<file path="src/rtl/voice_synth_if.sv">
// Voice bus between the note-decode stage, the synthesiser and the PWM stage.
// The decoder side drives voice data; the synthesiser returns the mixed sample.
interface voice_synth_if;
  logic                 vals_ready_in;
  logic [4:0][3:0]      octave_count_in;
  logic [4:0][7:0]      note_value_in;
  logic [4:0][7:0]      note_velocity_in;
  logic [7:0]           sample_out;
  logic                 sample_valid_out;
  logic [4:0]           voices_active_out;

  modport master (
    output vals_ready_in, octave_count_in, note_value_in, note_velocity_in,
    input  sample_out, sample_valid_out, voices_active_out
  );

  modport slave (
    input  vals_ready_in, octave_count_in, note_value_in, note_velocity_in,
    output sample_out, sample_valid_out, voices_active_out
  );
endinterface

</file>
<file path="src/rtl/voice_synth.sv">
// Five-voice triangle synthesiser: one phase accumulator per voice, voices
// rendered one per cycle through a shared multiply-accumulate, mixed per sample.
module voice_synth #(
  parameter int SAMPLE_DIV = 2083,
  parameter int PHASE_W    = 24
) (
  input  logic         clk_in,
  input  logic         rst_in,
  voice_synth_if.slave bus
);
  localparam int NV    = 5;
  localparam int CNT_W = $clog2(SAMPLE_DIV);

  typedef enum logic [2:0] {S_IDLE, S_LOAD, S_VOICE, S_SAT, S_OUT} state_t;
  state_t r_state, w_state_next;

  logic [CNT_W-1:0]   r_tick_cnt;
  logic               w_tick;
  logic               r_pending;
  logic [3:0]         r_sh_oct  [NV];
  logic [7:0]         r_sh_note [NV];
  logic [6:0]         r_sh_vel  [NV];
  logic [3:0]         r_oct     [NV];
  logic [7:0]         r_note    [NV];
  logic [6:0]         r_vel     [NV];
  logic [PHASE_W-1:0] r_phase   [NV];
  logic [2:0]         r_vidx;
  logic signed [17:0] r_acc;
  logic [7:0]         r_sample;
  logic               r_valid;
  logic [NV-1:0]      r_active;

  logic [NV-1:0]      w_mute;
  logic [NV-1:0]      w_keep;
  logic [PHASE_W-1:0] w_sel_phase;
  logic [8:0]         w_p;
  logic [7:0]         w_tri;
  logic signed [17:0] w_tri_s;
  logic signed [17:0] w_vel_s;
  logic signed [17:0] w_prod;
  logic [12:0]        w_inc;
  logic [PHASE_W-1:0] w_step;
  logic signed [17:0] w_acc_sh;
  logic signed [17:0] w_y_wide;
  logic [7:0]         w_y;

  // Octave -1 increments at 48 kHz for a 24-bit accumulator; higher octaves shift left.
  function automatic logic [12:0] inc_lut(input logic [7:0] note);
    case (note)
      8'd0:    inc_lut = 13'd2858;
      8'd1:    inc_lut = 13'd3028;
      8'd2:    inc_lut = 13'd3208;
      8'd3:    inc_lut = 13'd3398;
      8'd4:    inc_lut = 13'd3600;
      8'd5:    inc_lut = 13'd3815;
      8'd6:    inc_lut = 13'd4041;
      8'd7:    inc_lut = 13'd4282;
      8'd8:    inc_lut = 13'd4536;
      8'd9:    inc_lut = 13'd4806;
      8'd10:   inc_lut = 13'd5092;
      8'd11:   inc_lut = 13'd5395;
      default: inc_lut = 13'd0;
    endcase
  endfunction

  // A voice keeps its phase across a reload only if it was sounding the same pitch.
  generate
    for (genvar gi = 0; gi < NV; gi++) begin : g_voice
      assign w_mute[gi] = (r_vel[gi] == 7'd0) || (r_note[gi] > 8'd11) || (r_oct[gi] > 4'd10);
      assign w_keep[gi] = !w_mute[gi] && (r_note[gi] == r_sh_note[gi]) &&
                          (r_oct[gi] == r_sh_oct[gi]);
    end
  endgenerate

  assign w_tick      = (r_tick_cnt == CNT_W'(SAMPLE_DIV - 1));
  assign w_sel_phase = r_phase[r_vidx];
  assign w_p         = w_sel_phase[PHASE_W-1 -: 9];
  assign w_tri       = w_p[8] ? ~w_p[7:0] : w_p[7:0];
  assign w_tri_s     = $signed({10'd0, w_tri}) - 18'sd128;
  assign w_vel_s     = $signed({11'd0, r_vel[r_vidx]});
  assign w_prod      = w_tri_s * w_vel_s;
  assign w_inc       = inc_lut(r_note[r_vidx]);
  assign w_step      = {{(PHASE_W-13){1'b0}}, w_inc} << r_oct[r_vidx];
  assign w_acc_sh    = r_acc >>> 9;
  assign w_y_wide    = w_acc_sh + 18'sd128;

  always_comb begin
    w_y = w_y_wide[7:0];
    if (w_y_wide < 18'sd0)
      w_y = 8'd0;
    else if (w_y_wide > 18'sd255)
      w_y = 8'd255;
  end

  always_ff @(posedge clk_in or negedge rst_in) begin
    if (!rst_in) begin
      r_tick_cnt <= '0;
      r_state    <= S_IDLE;
    end else begin
      r_tick_cnt <= w_tick ? '0 : r_tick_cnt + CNT_W'(1);
      r_state    <= w_state_next;
    end
  end

  // OUT may go straight back to LOAD so that the minimum divider never drops a tick.
  always_comb begin
    w_state_next = r_state;
    case (r_state)
      S_IDLE:  if (w_tick) w_state_next = S_LOAD;
      S_LOAD:  w_state_next = S_VOICE;
      S_VOICE: if (r_vidx == 3'(NV - 1)) w_state_next = S_SAT;
      S_SAT:   w_state_next = S_OUT;
      S_OUT:   w_state_next = w_tick ? S_LOAD : S_IDLE;
      default: w_state_next = S_IDLE;
    endcase
  end

  always_ff @(posedge clk_in or negedge rst_in) begin
    if (!rst_in) begin
      r_pending <= 1'b0;
      r_vidx    <= '0;
      r_acc     <= '0;
      r_sample  <= 8'd128;
      r_valid   <= 1'b0;
      r_active  <= '0;
      for (int i = 0; i < NV; i++) begin
        r_sh_oct[i]  <= '0;
        r_sh_note[i] <= '0;
        r_sh_vel[i]  <= '0;
        r_oct[i]     <= '0;
        r_note[i]    <= '0;
        r_vel[i]     <= '0;
        r_phase[i]   <= '0;
      end
    end else begin
      r_valid <= 1'b0;
      // A capture in the LOAD cycle wins over the clear, so it waits for the next frame.
      if (bus.vals_ready_in) begin
        r_pending <= 1'b1;
        for (int i = 0; i < NV; i++) begin
          r_sh_oct[i]  <= bus.octave_count_in[i];
          r_sh_note[i] <= bus.note_value_in[i];
          r_sh_vel[i]  <= bus.note_velocity_in[i][6:0];
        end
      end else if (r_state == S_LOAD) begin
        r_pending <= 1'b0;
      end

      case (r_state)
        S_LOAD: begin
          r_acc  <= '0;
          r_vidx <= '0;
          if (r_pending) begin
            for (int i = 0; i < NV; i++) begin
              r_oct[i]  <= r_sh_oct[i];
              r_note[i] <= r_sh_note[i];
              r_vel[i]  <= r_sh_vel[i];
              if (!w_keep[i])
                r_phase[i] <= '0;
            end
          end
        end
        S_VOICE: begin
          r_vidx <= r_vidx + 3'd1;
          if (!w_mute[r_vidx]) begin
            r_acc            <= r_acc + w_prod;
            r_phase[r_vidx]  <= w_sel_phase + w_step;
          end
        end
        S_SAT: begin
          r_sample <= w_y;
          r_valid  <= 1'b1;
          r_active <= ~w_mute;
        end
        default: ;
      endcase
    end
  end

  assign bus.sample_out        = r_sample;
  assign bus.sample_valid_out  = r_valid;
  assign bus.voices_active_out = r_active;
endmodule
</file>
<file path="src/flat_wrapper.sv">
// flat-port wrapper written by rule: the top's interface ports become plain ports
module voice_synth_flat 
#(
  parameter int SAMPLE_DIV = 2083,
  parameter int PHASE_W    = 24
)
  (clk_in, rst_in, bus_vals_ready_in, bus_octave_count_in, bus_note_value_in, bus_note_velocity_in, bus_sample_out, bus_sample_valid_out, bus_voices_active_out);
  voice_synth_if bus_i ();
  input  logic clk_in;
  input  logic rst_in;
  input wire logic [$bits(bus_i.vals_ready_in)-1:0] bus_vals_ready_in;
  input wire logic [$bits(bus_i.octave_count_in)-1:0] bus_octave_count_in;
  input wire logic [$bits(bus_i.note_value_in)-1:0] bus_note_value_in;
  input wire logic [$bits(bus_i.note_velocity_in)-1:0] bus_note_velocity_in;
  output wire logic [$bits(bus_i.sample_out)-1:0] bus_sample_out;
  output wire logic [$bits(bus_i.sample_valid_out)-1:0] bus_sample_valid_out;
  output wire logic [$bits(bus_i.voices_active_out)-1:0] bus_voices_active_out;
  assign bus_i.vals_ready_in = bus_vals_ready_in;
  assign bus_i.octave_count_in = bus_octave_count_in;
  assign bus_i.note_value_in = bus_note_value_in;
  assign bus_i.note_velocity_in = bus_note_velocity_in;
  assign bus_sample_out = bus_i.sample_out;
  assign bus_sample_valid_out = bus_i.sample_valid_out;
  assign bus_voices_active_out = bus_i.voices_active_out;
  voice_synth #(.SAMPLE_DIV(SAMPLE_DIV), .PHASE_W(PHASE_W)) u_core (.clk_in(clk_in), .rst_in(rst_in), .bus(bus_i));
endmodule
</file>
<file path="config.mk">
export PLATFORM = sky130hd
export DESIGN_NAME = voice_synth_flat
export DESIGN_NICKNAME = d
export VERILOG_FILES = /design/src/rtl/voice_synth_if.sv /design/src/rtl/voice_synth.sv /design/src/flat_wrapper.sv
export SDC_FILE = /design/constraint.sdc
export NUM_CORES = 1
export LEC_CHECK = 0
export ABC_CLOCK_PERIOD_IN_PS = 18900
export CORE_ASPECT_RATIO = 0.7
export CORE_MARGIN = 4
export CORE_UTILIZATION = 55
export DETAILED_ROUTE_END_ITERATION = 8
export PLACE_DENSITY = 0.71
export SYNTH_ARGS = -nofsm -noshare
export SYNTH_HDL_FRONTEND = slang
export SYNTH_SLANG_ARGS = --single-unit
</file>
<file path="constraint.sdc">
create_clock -name clk_in -period 18.9 [get_ports clk_in]
set_input_delay 2.835 -clock clk_in [delete_from_list [all_inputs] [get_ports clk_in]]
set_output_delay 2.835 -clock clk_in [all_outputs]
set_load 0.01 [all_outputs]
</file>
# Word level (Yosys, flattened, before mapping)
# Memory sizes are Yosys's and may differ from the RTL's.
# Cells that the tools add are included.
[totals] romBits=208 output_inout_bits=14 ff_bits=361 input_bits=103 memories=1
[mem_list] name="(name not given)" depth=16 width=13 read_ports=1 rd_clocked_by_memory_dff=0 write_ports=0 line_no="voice_synth.sv:49" source="case (note)"
[classes] n_lt_le_gt_ge=15 n_bitwise=3 n_shift=1 reduce_logical=43 n_mux=40 addsub=6 eq_ne=25 n_mul=1
[op_table] op="two-way mux 120 bit" count=2
[op_table] op="case mux 120 bit (2 select lines)" count=1
[op_table] op="two-way mux 24 bit" count=8
[op_table] op="bitwise mux 120 bit" count=1
[op_table] op="binary-select mux 24 bit (select 3 bit)" count=1
[op_table] op="demux 24 bit (select 3 bit)" count=1
[op_table] op="equality test 8 bit" count=5
[op_table] op="greater-than comparator 8 x 4 -> 1 bit, second input constant" count=5
[op_table] op="two-way mux 8 bit" count=5
[op_table] op="case mux 18 bit (2 select lines)" count=1
[op_table] op="zero test 7 bit" count=5
[op_table] op="adder 24 bit" count=1
[op_table] op="binary-select mux 8 bit (select 3 bit)" count=1
[op_table] op="<< shifter 13 x 4 -> 24 bit" count=1
[op_table] op="binary-select mux 7 bit (select 3 bit)" count=1
[op_table] op="equality test 4 bit" count=5
[op_table] op="greater-than comparator 4 bit, second input constant" count=5
[op_table] op="AND reduction 4 bit" count=5
[op_table] op="adder 18 bit" count=1
[op_table] op="greater-than comparator 18 x 9 -> 1 bit, second input constant" count=1
[op_table] op="< comparator 18 x 1 -> 1 bit, second input constant" count=1
[op_table] op="multiplier 18 x 8 -> 18 bit" count=1
[op_table] op="two-way mux 18 bit" count=1
[op_table] op="case mux 3 bit (5 select lines)" count=1
[op_table] op="32 further kinds" count=74

# Logic depth before layout (Yosys ltp)
# Gate-level depths: netlist of the first run.
[depth] ltp_word=11 mapped_depth=28

# Worst setup path after synthesis of the first run
# OpenSTA, ideal clock, no wires.
[synth_path] path_kind="reg2reg" startpoint="register u_core.r_vidx[0]" endpoint="register u_core.r_acc[17]" t_arrival_ps=6815 setup_slack_ps=11949 setup_ps=136 required_time_ps=18764 period_less_slack_ps=6951 path_buffers=2 path_stages_with_launch=24 path_cell_list="dfrtp_1 -> buf_2 -> mux4_2 -> a21oi_1 -> buf_2 -> xor2_1 -> nor3_1 -> inv_1 -> fa_1 -> inv_1 -> fa_1 -> fa_1 -> inv_1 -> fa_1 -> inv_1 -> ha_1 -> inv_1 -> o21bai_1 -> a21oi_1 -> o21ai_0 -> a311oi_1 -> o41ai_1 -> xnor2_1 -> a21oi_1"
[synth_via] elab_chain_cells=11 elab_cells_between_ends=18 cone_classes="add/sub (2); mul (1); eq/ne (1); mux (11); bitwise (2); reduce/logical (1)"
[synth_lines] item="start, declared" line_no="voice_synth.sv:27" source="logic [2:0] r_vidx;"
[synth_lines] item="start signal, assigned" line_no="voice_synth.sv:164" source="r_vidx <= r_vidx + 3'd1;"
[synth_lines] item="NOT 3 -> 4 bit (implied by the code)" line_no="voice_synth.sv:76, voice_synth.sv:80"
[synth_lines] item="binary-select mux 24 bit (select 3 bit)" line_no="voice_synth.sv:76" source="assign w_sel_phase = r_phase[r_vidx];"
[synth_lines] item="two-way mux 24 bit (implied by the code) (2 in series)" line_no="voice_synth.sv:76"
[synth_lines] item="NOT 8 bit" line_no="voice_synth.sv:78" source="assign w_tri = w_p[8] ? ~w_p[7:0] : w_p[7:0];"
[synth_lines] item="two-way mux 8 bit" line_no="voice_synth.sv:78"
[synth_lines] item="subtractor 8 x 8 -> 9 bit" line_no="voice_synth.sv:79" source="assign w_tri_s = $signed({10'd0, w_tri}) - 18'sd128;"
[synth_lines] item="multiplier 18 x 8 -> 18 bit" line_no="voice_synth.sv:81" source="assign w_prod = w_tri_s * w_vel_s;"
[synth_lines] item="adder 18 bit" line_no="voice_synth.sv:166" source="r_acc <= r_acc + w_prod;"
[synth_lines] item="two-way mux 18 bit" line_no="voice_synth.sv:165" source="if (!w_mute[r_vidx]) begin"
[synth_lines] item="case mux 18 bit (2 select lines)" line_no="voice_synth.sv:149" source="case (r_state)"
[synth_lines] item="end signal, assigned" line_no="voice_synth.sv:166"
[synth_lines] item="end, declared" line_no="voice_synth.sv:28" source="logic signed [17:0] r_acc;"
# Several ways; a longest one is shown, not always the timed one. The select of a mux whose other input is x is not followed.
# A chain may end at the register's enable or synchronous reset.

# Worst setup path after layout of the first run
# Same ends and word-level chain as after synthesis.

==> out/qor.yml, run 1 <==
vias_per_cell: 6.12
synth.avg_cell_area_sq_um: 11.1
r2r-start: "u_core.r_vidx[0]"
final_cell_count_no_fill: 2583
cts-root-buf: "clkbuf_16"
critPathTopFamily: "adder cells"
crit_path_start: "u_core.r_vidx[0]"
antenna_found_initial: 1
port_buffers: 111
cp_num_buf_inv: 8
power.total_mw: 1.65
fin_crit_ns: 7.97
place_congestion: 0.939
crit_path_start_kind: "flop"
power_frac_clock_pct: 46.2
drt-initial-drc-count: 1329
p_comb_share_pct: 4.5
slew_headroom_pct: 10.6
hold_buffers: 0
n_antenna_cell: 0
cpPeakStageDelay_ns: 0.95
die_w_um: 245
yosys.area.top_type_share_pct: 41.7
cts_setup_buffers: 0
power_leakage_nw: 11.3
h-tree-depth: 2
fp.coreArea_sq_um: 38600
hold-worst-slack_ns: 0.475
p_seq_share_pct: 49.3
fin_util_pct: 63.1
crit_path_frequent_cell: "inv_1"
intPower_mw: 1.29
pre_cts_ws_ns: 10.97
hp-start: "u_core.r_phase[119]"
drive_above_1_share_pct: 16.6
layout_setup_ws_ns: 10.93
grt_max_degree: 179
hold_viol_final: 0
grt_usage_pct: 26.8
wl_per_cell_um: 22.0
syn_inst: 1954
nets: 2277
path_max_fanout: 44
powerDensity_nw_per_um2: 67.6
post-dp-hpwl_um: 39700
dpl-instance-area_sq_um: 23100
rsz0062_at_grt: "false"
yosysMostFrequentCell: "dfrtp_1"
cts_buffer_depth: 3
io_pins: 117
drcViolationCount: 0
clock.fmax_mhz: 125
die-area_sq_um: 42500
route.vias.total: 15800
netlist_area_sq_um: 21600
syn_to_final_growth_pct: 12.8
finalSetupViolations: 0
clkTransAtPathRegs_ns: 0.06
dp_cells: 2516
ys_ff_latch: 361
rows: 60
switching_share_pct: 21.8
grt_pass1_wl_um: 90600
initial_core_util_pct: 56.0
synth-seq-area-share_pct: 41.8
finClkSkew_ns: 0.0244
required_ns: 19.30
tightest_slew_ns: 1.34
min_path_type: "flop to flop"
worstSkewPairLatency_ns: 0.55
routed_wl_um: 56900
grt_pass1_vias: 16000
status: "finished clean"
gr-total-overflow: 0
cp-end-kind: "flop"
dr.pass1.iters: 8
synthTopCellsByCount: "360 x dfrtp_1, 197 x mux2_2, 145 x inv_1"
ir_worst_vdd_mv: 0.0683
cap_violations: 0
cts_tree: "built"
fin_setup_tns_ns: 0
die_h_um: 174
arrival_ns: 8.37
timing_worst_setup_path_type: "flop to flop"
finalCritPeriodShare_pct: 42.2
clock-sinks: 361
synth-warning-count: 0
synthArstFlopShare_pct: 100
synth_flop_cell: "dfrtp_1"
switching_power_mw: 0.359
cts_buffers: 38
slew_viol_final: 0
design_area_sq_um: 24300
synth.area.top_cells: "dfrtp_1 42%, mux2_2 10%, fa_1 6.6%"
syn_nets: 2202
synth_largest_area_cell: "dfrtp_1"
slowest_stage: "nor3_2"
postRouteAntennaNets: 0
post_cts_resized: 0
synth_edf_count: 0
synthDistinctLibCells: 90
power groups by stage:
stage	sequential (mW)	combinational, mW	clock [mW]
2_1_floorplan	0.818	0.0339	0
3_3_place_gp	0.824	0.0730	0
3_5_place_dp	0.825	0.0748	0
4_1_cts	0.812	0.0753	0.776
5_1_grt	0.814	0.0819	0.808
6_report	0.812	0.0737	0.762
path summary, 6_finish.rpt:
path	slack, ns	depth (start not counted)	end
worst max-delay path	10.93	25	u_core.r_acc[17]
worst min-delay path	0.48	2	u_core.r_phase[119]
worst max register to register	10.93	25	u_core.r_acc[17]
worst min register to register	0.48	2	u_core.r_phase[119]
max in group asynchronous	14.94	2	u_core.r_vidx[1]
min in group asynchronous	2.32	1	u_core.r_sh_note[14]
cells by family (layout without fill, tap and decap cells):
family / after synthesis / after routing / share of synthesized area, %
AO/OA/AOI/OAI: 454 / 454 / 15.4
AND/OR/NAND/NOR: 383 / 383 / 9.00
flip-flops: 361 / 361 / 41.8
buffers and inverters: 250 / 352 / 5.01
multiplexers: 241 / 241 / 13.0
adder cells (fa/ha/maj): 145 / 145 / 10.9
XOR/XNOR: 120 / 120 / 4.87
state kept, by name, indices dropped and copies added, names as in the netlist:
signal	cells
u_core.r_note	40
u_core.bus.sample_out	8
u_core.r_tick_cnt	12
u_core.r_sh_note	40
u_core.r_acc	18
u_core.r_sh_oct	20
u_core.bus.sample_valid_out	1
u_core.r_oct	20
u_core.r_vidx	3
u_core.r_pending	1
u_core.r_phase	120
u_core.bus.voices_active_out	5
u_core.r_sh_vel	35
u_core.r_vel	35
u_core.r_state	3
layer usage:
| metal | global-route usage, % | share of wire (%) | vias up |
|---|---|---|---|
| li1 | - | - | 7125 |
| met3 | 7.95 | 9.4 | 81 |
| met4 | 5.54 | 1.8 | 2 |
| met2 | 39.1 | 43 | 537 |
| met1 | 40.1 | 46 | 8051 |
| met5 | 0 | 0.023 | - |
layout by cell type (no fill, tap or decap), types with 7 or more instances in the layout:
cell type | Yosys | layout
o221a_2 | 7 | 7
xor2_1 | 56 | 56
clkbuf_8 | 0 | 9
o21a_1 | 16 | 16
a21oi_1 | 92 | 92
o21ai_0 | 54 | 53
a22o_1 | 108 | 108
o22a_1 | 7 | 7
mux2i_1 | 32 | 32
clkbuf_16 | 0 | 40
mux4_2 | 10 | 10
or2_2 | 7 | 7
clkdlybuf4s50_1 | 0 | 109
clkbuf_1 | 56 | 11
nor4_1 | 11 | 11
nor2_1 | 76 | 76
nand3_1 | 45 | 45
nand2b_1 | 15 | 15
a22oi_1 | 16 | 16
nand4_1 | 8 | 8
inv_1 | 145 | 145
or4_1 | 9 | 9
and2_1 | 7 | 7
fa_1 | 71 | 71
and3_1 | 21 | 20
nor2b_1 | 18 | 18
o31ai_1 | 25 | 25
o22ai_1 | 14 | 14
o211ai_1 | 13 | 13
a211oi_1 | 16 | 16
a21o_1 | 24 | 24
nand2_1 | 107 | 107
nor3_1 | 24 | 23
ha_1 | 74 | 74
buf_4 | 8 | 27
mux2_2 | 197 | 197
dfrtp_1 | 360 | 358
xnor2_1 | 64 | 64
area by class of cell:
type,instances,area [sq um]
Fill cell,3166,14200
Multi-Input combinational cell,1343,11500
Sequential cell,361,9040
Timing Repair Buffer,138,1330
Clock buffer,60,1170
Tap cell,527,659
Inverter,147,552
Clock inverter,7,110
tightest hold or removal path: cells and delay by family (launching register included):
kind	cells	cell delay, ns
AO/OA/AOI/OAI	1	0.05
flip-flops	1	0.34
AND/OR/NAND/NOR	1	0.05
(Power assumes the default switching activity.)
==> inputs of run 2 (changes only) <==
--- a/config.mk
+++ b/config.mk
@@ -5,12 +5,12 @@
 export SDC_FILE = /design/constraint.sdc
 export NUM_CORES = 1
 export LEC_CHECK = 0
-export ABC_CLOCK_PERIOD_IN_PS = 18900
+export ABC_CLOCK_PERIOD_IN_PS = 7050
 export CORE_ASPECT_RATIO = 0.7
 export CORE_MARGIN = 4
 export CORE_UTILIZATION = 55
 export DETAILED_ROUTE_END_ITERATION = 8
-export PLACE_DENSITY = 0.71
+export PLACE_DENSITY = 0.74
 export SYNTH_ARGS = -nofsm -noshare
 export SYNTH_HDL_FRONTEND = slang
 export SYNTH_SLANG_ARGS = --single-unit
==> constraint.sdc (replaced) <==
create_clock -name clk_in -period 7.05 [get_ports clk_in]
set_input_delay 1.0575 -clock clk_in [delete_from_list [all_inputs] [get_ports clk_in]]
set_output_delay 1.0575 -clock clk_in [all_outputs]
set_load 0.01 [all_outputs]
==> out/qor.yml, run 2 (synthesis results as in run 1) <==
status: "finished clean"
fill_cells: 3042  # -3.9%
p_comb_share_pct: 4.6  # about the same
drive_above_1_share_pct: 17.9  # +1.3 points
reg2reg_slack_ns: 0.38  # -10.55 ns
grt_max_degree: 178  # -0.56%
route.vias.total: 16000  # +0.99%
clkTransAtPathRegs_ns: 0.07  # about the same
slowest_stage: "fa_1"
slew_headroom_pct: 23.7  # +13 points
crit_path_start_kind: "flop"
hold_viol_final: 0  # unchanged
clock.fmax_mhz: 150  # +19%
power_frac_clock_pct: 44.9  # -1.3 points
tightest_slew_ns: 1.13  # -0.210 ns
gr-total-overflow: 0  # unchanged
switching_share_pct: 22.7  # +0.88 points
rsz0062_at_grt: "false"
finClkSkew_ns: 0.0221  # -0.00221 ns
layout_setup_ws_ns: 0.379  # -10.55 ns
h-tree-depth: 2  # unchanged
p_seq_share_pct: 50.5  # +1.2 points
post_cts_resized: 0  # unchanged
cts_tree: "built"
hold_buffers: 0  # unchanged
worstSkewPairLatency_ns: 0.55  # about the same
wl_per_cell_um: 21.7  # -1.3%
hp-start: "u_core.bus.sample_out[2]"
regMostFlops: "u_core.r_phase"
intPower_mw: 3.33  # +160%
r2r_end: "u_core.r_acc[15]"
final_cell_mix: "358 x dfrtp_1, 197 x mux2_2, 145 x inv_1, 109 x clkdlybuf4s50_1, 108 x a22o_1"
cp_num_buf_inv: 5  # -3
cp-end-kind: "flop"
timing_worst_setup_path_type: "flop to flop"
post-dp-hpwl_um: 40500  # +2.0%
required_ns: 7.47  # -11.83 ns
vias_per_cell: 6.12  # +0.13%
min_to: "u_core.bus.sample_out[2]"
syn_to_final_growth_pct: 13.2
fp.coreArea_sq_um: 38600  # unchanged
dr.pass1.iters: 5  # -3
r2r-start: "u_core.r_vidx[2]"
cts_buffer_depth: 3  # unchanged
die-area_sq_um: 42500  # unchanged
initial_core_util_pct: 56.0  # unchanged
biggestRegsByFlops: "u_core.r_phase: 120 flops, u_core.r_note: 40 flops, u_core.r_sh_note: 40 flops"
critPathTopFamily: "adder cells"
fin_util_pct: 63.4  # +0.27 points
clock-sinks: 361  # unchanged
slew_viol_final: 0  # unchanged
die_h_um: 174  # unchanged
crit_path_frequent_cell: "fa_1"
antenna_found_initial: 1  # unchanged
grt_pass1_wl_um: 90200  # -0.39%
port_buffers: 111  # unchanged
grt_pass1_vias: 15900  # -0.050%
io_pins: 117  # unchanged
pre_cts_ws_ns: 0.138  # -10.83 ns
fin_crit_ns: 6.67  # -1.30 ns
fin_setup_tns_ns: 0  # unchanged
nets: 2301  # +1.1%
reg2reg_depth: 24  # -4.0%
drcViolationCount: 0  # unchanged
cts_buffers: 36  # -5.3%
finalSetupViolations: 0  # unchanged
path_max_fanout: 23  # -48%
rows: 60  # unchanged
die_w_um: 245  # unchanged
power_leakage_nw: 11.4  # +0.68%
arrival_ns: 7.09  # -1.28 ns
cts_setup_buffers: 0  # unchanged
switching_power_mw: 0.976  # +170%
holdPathStages: 2  # unchanged
final_common_cell: "dfrtp_1"
finalCritPeriodShare_pct: 94.6  # +52 points
largest_reg_flops: 120  # unchanged
min_path_type: "flop to flop"
grt_usage_pct: 26.6  # -0.26 points
routed_wl_um: 56600  # -0.49%
ir_worst_vdd_mv: 0.203  # +200%
cap_violations: 0  # unchanged
postRouteAntennaNets: 0  # unchanged
n_antenna_cell: 0  # unchanged
path_cells: "buf_4 > and2b_1 > nand2_1 > o22ai_1 > buf_4 > nor2_1 > nand2b_1 > fa_1 > inv_1 > fa_1 > ha_1 > inv_1 > fa_1 > inv_1 > fa_1 > a21o_1 > a21oi_1 > o21bai_1 > a21oi_1 > o21ai_0 > a311o_1 > a21oi_1 > xnor2_1 > mux2i_1"
cts-root-buf: "clkbuf_16"
powerDensity_nw_per_um2: 176  # +160%
drt-initial-drc-count: 1565  # +18%
place_congestion: 0.939  # about the same
cpPeakStageDelay_ns: 0.53  # -0.42 ns
[run 2: area by class of cell]
| type | count | area [sq um] | area share [%] |
|---|---|---|---|
| Clock inverter | 17 | 179 | 0.732 |
| Multi-Input combinational cell | 1343 | 11500 | 47.0 |
| Timing Repair Buffer | 164 | 1520 | 6.23 |
| Clock buffer | 46 | 998 | 4.08 |
| Inverter | 147 | 552 | 2.26 |
| Tap cell | 527 | 659 | 2.70 |
| Sequential cell | 361 | 9040 | 37.0 |
[run 2: how the worst max path moves through the flow]
stage                           startpoint                to  slack [ns]  cells past startpoint
after CTS                 u_core.r_vidx[0]  u_core.r_acc[15]        0.13                     22
after detailed placement  u_core.r_vidx[0]  u_core.r_acc[15]        0.14                     22
final                     u_core.r_vidx[2]  u_core.r_acc[15]        0.38                     24
after global routing      u_core.r_vidx[0]  u_core.r_acc[17]        0.03                     23
after global placement    u_core.r_vidx[0]  u_core.r_acc[15]        0.21                     22
after floorplan           u_core.r_vidx[0]  u_core.r_acc[17]         0.1                     23
[run 2: power groups by stage]
stage | Combinational, mW | Sequential, mW | Clock [mW]
global route | 0.219 | 2.18 | 2.06
global placement | 0.196 | 2.21 | 0
CTS | 0.202 | 2.17 | 1.97
detailed placement | 0.200 | 2.21 | 0
finish | 0.197 | 2.17 | 1.93
floorplan | 0.0908 | 2.19 | 0
[run 2: per-stage QoR]
| step | std cells | total power, mW | hold slack, ns | instance area [sq um] |
|---|---|---|---|---|
| floorplan | 1954 | 2.28 | 0.440 | 21600 |
| global placement | 2542 | 2.40 | 0.458 | 23300 |
| detailed placement | 2542 | 2.41 | 0.470 | 23300 |
| CTS | 2605 | 4.34 | 0.483 | 24400 |
| global route | 2605 | 4.45 | 0.507 | 24500 |
| finish | 2605 | 4.30 | 0.480 | 24500 |
[run 2: worst min-delay path, cell delays in order, from the launching register on]
cell and delay [ns]:
dfrtp_1 0.34, nand2_1 0.05, o31ai_1 0.06
[run 2: per-layer routing]
| layer | share of wire [%] | global-route usage, % | vias up |
|---|---|---|---|
| met5 | 0 | 0 | - |
| met4 | 1.6 | 4.89 | 0 |
| met3 | 9.0 | 5.91 | 75 |
| met2 | 42 | 38.3 | 605 |
| met1 | 47 | 41.6 | 8095 |
| li1 | - | - | 7177 |
